$ cat src/rtl/subtractor_serial_pkg.sv
// subtractor_serial_pkg: shared FSM encoding and default width for the serial subtractor
package subtractor_serial_pkg;
  localparam int DEFAULT_WIDTH = 8;
  typedef enum logic [1:0] {IDLE, RUN, DONE} state_t;
endpackage

$ cat src/rtl/subtractor_bit.sv
// subtractor_bit: combinational full subtractor cell, companion of adder_bit
module subtractor_bit (
  input  logic a,
  input  logic b,
  input  logic borrow_in,
  output logic diff,
  output logic borrow_out
);
  assign diff = a ^ b ^ borrow_in;
  assign borrow_out = (~a & b) | (~(a ^ b) & borrow_in);
endmodule

$ cat src/rtl/subtractor_serial.sv
// subtractor_serial: LSB-first bit-serial a-b-borrow_in; overflow port under SUBTRACTOR_SERIAL_OVERFLOW_EN
module subtractor_serial
  import subtractor_serial_pkg::*;
#(
  parameter int WIDTH = DEFAULT_WIDTH
) (
  input  logic             clk,
  input  logic             rst,
  input  logic             start_valid,
  output logic             start_ready,
  input  logic [WIDTH-1:0] a,
  input  logic [WIDTH-1:0] b,
  input  logic             borrow_in,
  output logic             result_valid,
  input  logic             result_ready,
  output logic [WIDTH-1:0] diff,
  output logic             borrow_out
`ifdef SUBTRACTOR_SERIAL_OVERFLOW_EN
  ,
  output logic             overflow
`endif
);
  localparam int CW = $clog2(WIDTH);
  state_t state;
  logic [CW-1:0] cnt;
  logic [WIDTH-1:0] a_sr, b_sr;
  logic br, d, bo, last;
  assign last = cnt == CW'(WIDTH - 1);
  assign borrow_out = br;
  subtractor_bit u_bit (
    .a(a_sr[0]),
    .b(b_sr[0]),
    .borrow_in(br),
    .diff(d),
    .borrow_out(bo)
  );
  // FSM, operand shifters, borrow flop and result register; the operand LSBs hold the original MSBs on the last RUN cycle
  always_ff @(posedge clk) begin
    if (rst) begin
      state <= IDLE;
      start_ready <= 1'b1;
      result_valid <= 1'b0;
      diff <= '0;
      br <= 1'b0;
      cnt <= '0;
      a_sr <= '0;
      b_sr <= '0;
`ifdef SUBTRACTOR_SERIAL_OVERFLOW_EN
      overflow <= 1'b0;
`endif
    end else begin
      case (state)
        IDLE: if (start_valid) begin
          a_sr <= a;
          b_sr <= b;
          br <= borrow_in;
          cnt <= '0;
          state <= RUN;
          start_ready <= 1'b0;
        end
        RUN: begin
          diff <= {d, diff[WIDTH-1:1]};
          a_sr <= a_sr >> 1;
          b_sr <= b_sr >> 1;
          br <= bo;
          cnt <= last ? cnt : cnt + CW'(1);
          if (last) begin
            state <= DONE;
            result_valid <= 1'b1;
`ifdef SUBTRACTOR_SERIAL_OVERFLOW_EN
            overflow <= (a_sr[0] ^ b_sr[0]) & (d ^ a_sr[0]);
`endif
          end
        end
        DONE: if (result_ready) begin
          state <= IDLE;
          result_valid <= 1'b0;
          start_ready <= 1'b1;
        end
        default: state <= IDLE;
      endcase
    end
  end
endmodule

$ cat config.mk
export PLATFORM = sky130hd
export DESIGN_NAME = subtractor_serial
export DESIGN_NICKNAME = d
export VERILOG_FILES = /design/src/rtl/subtractor_serial_pkg.sv /design/src/rtl/subtractor_bit.sv /design/src/rtl/subtractor_serial.sv
export SDC_FILE = /design/constraint.sdc
export NUM_CORES = 1
export LEC_CHECK = 0
export ABC_CLOCK_PERIOD_IN_PS = 1600
export CORE_AREA = 2 2 64 66
export CTS_CLUSTER_DIAMETER = 60
export DETAILED_ROUTE_END_ITERATION = 10
export DIE_AREA = 0 0 66 68
export GPL_ROUTABILITY_DRIVEN = 1
export PLACE_DENSITY = 0.65
export SYNTH_ARGS = -nofsm -noshare
export SYNTH_HDL_FRONTEND = slang
export SYNTH_SLANG_ARGS = --single-unit
$ cat constraint.sdc
create_clock -name clk -period 1.6 [get_ports clk]
set_input_delay 0.32 -clock clk [delete_from_list [all_inputs] [get_ports clk]]
set_output_delay 0.32 -clock clk [all_outputs]
set_load 0.01 [all_outputs]
==> flow_summary_export.csv <==
group,metric,value,unit
run_status,status,"finished clean",
finish,synthToLayoutAreaGrowth,33.0,%
critical_path,worstRegToRegCells,5,
logic_synthesis,async_flop_share,0,%
clocking,clk_pin_slew_worst_paths,0.07,ns
drt,dr.first_iter.drc_count,50,
drt,totalWireLength,2800,um
floorplan,coreArea,0.00386,mm2
global_route,antenna_found_initial,0,
global_route,gr-total-overflow,0,
pwr,ir_drop,0.520,mV
critical_path,max_stage_delay,0.55,ns
critical_path,ff2ff_setup_slack,0.24,ns
min_path,hold_class,"reg -> reg",
floorplan,die_h,68,um
sta,skew,0.00304,ns
drt,wl_per_cell,12.0,um
sta,whs,0.483,ns
pwr,powerDensity,986,mW/mm2
finish,multi_input_area,722,um2
clocking,cts_setup_buffers,0,
logic_synthesis,ys_ff_latch,32,
clocking,tritoncts,"done",
logic_synthesis,yosysWarnings,0,
finish,final_nets,206,
critical_path,required,1.28,ns
logic_synthesis,synth-adder-area-share,3.10,%
job,drv_cap,0,
placement,place_congestion,0.704,
min_path,hold_depth,2,
sta,tightest_slew,0.379,ns
logic_synthesis,synthTopCellsByArea,"dfxtp_1, mux2i_1, a211oi_2",
clocking,h-tree-depth,2,
finish,drive_above_1_share,13.7,%
critical_path,crit_family,"buffers and inverters",
logic_synthesis,ys_types,26,
pwr,p_leak,0.738,nW
logic_synthesis,synth_ff_type,"dfxtp_1",
logic_synthesis,synthSimpleGateAreaFrac,12.9,%
sta,relSlewSlack,74.7,%
drt,via_count,1151,
drt,viasPerCell,4.94,
sta,rsz0062_at_grt,"false",
floorplan,die_area,0.00449,mm2
critical_path,crit_path_top_delay_cell,"clkdlybuf4s50_1",
finish,final_common_cell,"dfxtp_1",
floorplan,rows,23,
clocking,postCtsHoldBufs,0,
logic_synthesis,synth_area,0.00146,mm2
sta,setup_tns,0,ns
critical_path,worstPathArrival,1.19,ns
sta,hold_viol,0,
sta,setup_viol,0,
critical_path,cp_cell_sequence,"clkdlybuf4s50_1",
finish,n_antenna_cell,0,
sta,fin_crit_sh,94.7,%
placement,dp.final_hpwl,1980,um
finish,nFillCells,380,
finish,seqCellArea,641,um2
logic_synthesis,synth_mux_area_share,15.1,%
logic_synthesis,yosysSeqAreaShare,44.0,%
placement,place_ws,0.0599,ns
floorplan,initial_core_util,37.7,%
critical_path,cp_max_fo,3,
min_path,min_from,"result_valid",
critical_path,timing.rr.end,"cnt[0]",
global_route,grt_first_pass_wirelength,4870,um
clocking,cts-root-buf,"clkbuf_8",
sta,fin_ws,0.0850,ns
global_route,grt_pass1_vias,1120,
logic_synthesis,synth_top_family_by_area,"compound AO/OA/AOI/OAI gates",
logic_synthesis,syn-num-nets,172,
sta,min_period,1.51,ns
floorplan,io_pins,32,
finish,layout_common_cells,"dfxtp_1, clkdlybuf4s50_1, nor2_1, mux2i_1, a211oi_2",
critical_path,rr_startpoint,"cnt[0]",
logic_synthesis,syn_area_per_cell,9.83,um2
drt,first_pass_iters,4,
min_path,min_to,"result_valid",
drt,drc_errors,0,
drt,postRouteAntennaNets,0,
logic_synthesis,synth_compound_area_share,18.5,%
critical_path,crit_path_start_kind,"flop",
logic_synthesis,synthXorXnorAreaFrac,0,%
placement,port_buffers,31,
global_route,grt_start_max_net_pins,33,
critical_path,cp-end-kind,"output port",
logic_synthesis,yosysTopAreaCellShare,44.0,%
sta,fmax,660,MHz
clocking,numCtsBuffers,5,
clocking,clkLatencyLatePin,0.28,ns
clocking,clockBufferDepth,2,
logic_synthesis,synth.largest_area_cell,"dfxtp_1",
critical_path,worstSetupPathType,"reg -> out",
global_route,track_usage,14.1,%
clocking,cts_resized,0,
critical_path,path_buf_inv,1,
logic_synthesis,synth-edff-count,0,
floorplan,die_x,66,um
sta,drv_slew,0,
logic_synthesis,syn_inst,148,
clocking,cts_num_sinks,32,
area by class of cell:
type / count / area share [%]
multi-input combinational: 101 / 37.3
sequential: 32 / 33.1
timing repair buffer: 38 / 20.0
clock buffer: 6 / 3.75
tap: 50 / 3.23
clock inverter: 2 / 1.81
inverter: 4 / 0.776
cell usage after synthesis, drive strengths merged (2+ instances only):
master  number
a21oi        8
o21ai        3
buf          9
mux2i       22
nand3        4
nand4        2
nor2b        2
dfxtp       32
a31oi        3
a211oi      15
nand2        7
nor2        25
o21bai       2
clkbuf       2
ha           2
inv          4
registers in the layout, summed over array words and instances (netlist names):
signal / count
state: 2
borrow_out: 1
b_sr: 8
cnt: 3
start_ready: 1
diff: 8
a_sr: 8
result_valid: 1
through the flow:
stage	std cells	utilization [%]	area (um2)	power [W]
finish	233	50.2	1940	0.00191
global route	233	50.2	1940	0.00200
CTS	233	50.2	1940	0.00193
detailed placement	225	47.4	1830	0.00118
global placement	225	47.4	1830	0.00117
floorplan	148	-	1460	0.00107
cell families (layout without fill, tap and decap cells):
family	after synthesis	after routing
buf+inv	15	50
fa+ha+maj	3	3
simple gates	43	43
mux	22	22
flops	32	32
compound gates	33	33
per-layer routing:
layer / GRT usage (%) / wire length (um)
met1: 16.5 / 1260
met2: 24.4 / 1370
met4: 4.59 / 34
met3: 4.77 / 134
met5: 0 / 0
report_power, final:
group / switching [W] / internal (W) / leakage, nW / total, W
clock network: 0.000293 / 0.000462 / 0.0552 / 0.000755
logic: 0.000125 / 0.000155 / 0.420 / 0.000279
registers: 0.0000301 / 0.000845 / 0.263 / 0.000875
worst max-delay path by stage:
stage | startpoint | to | slack, ns | cells after the start
floorplan | cnt[0] | result_valid | 0.38 | 5
global placement | start_valid | cnt[0] | 0.12 | 5
detailed placement | start_valid | cnt[2] | 0.06 | 5
CTS | borrow_out | borrow_out | 0.08 | 1
global route | result_valid | result_valid | 0.04 | 1
finish | borrow_out | borrow_out | 0.09 | 1
No activity file was read; power rests on OpenSTA's default activity.
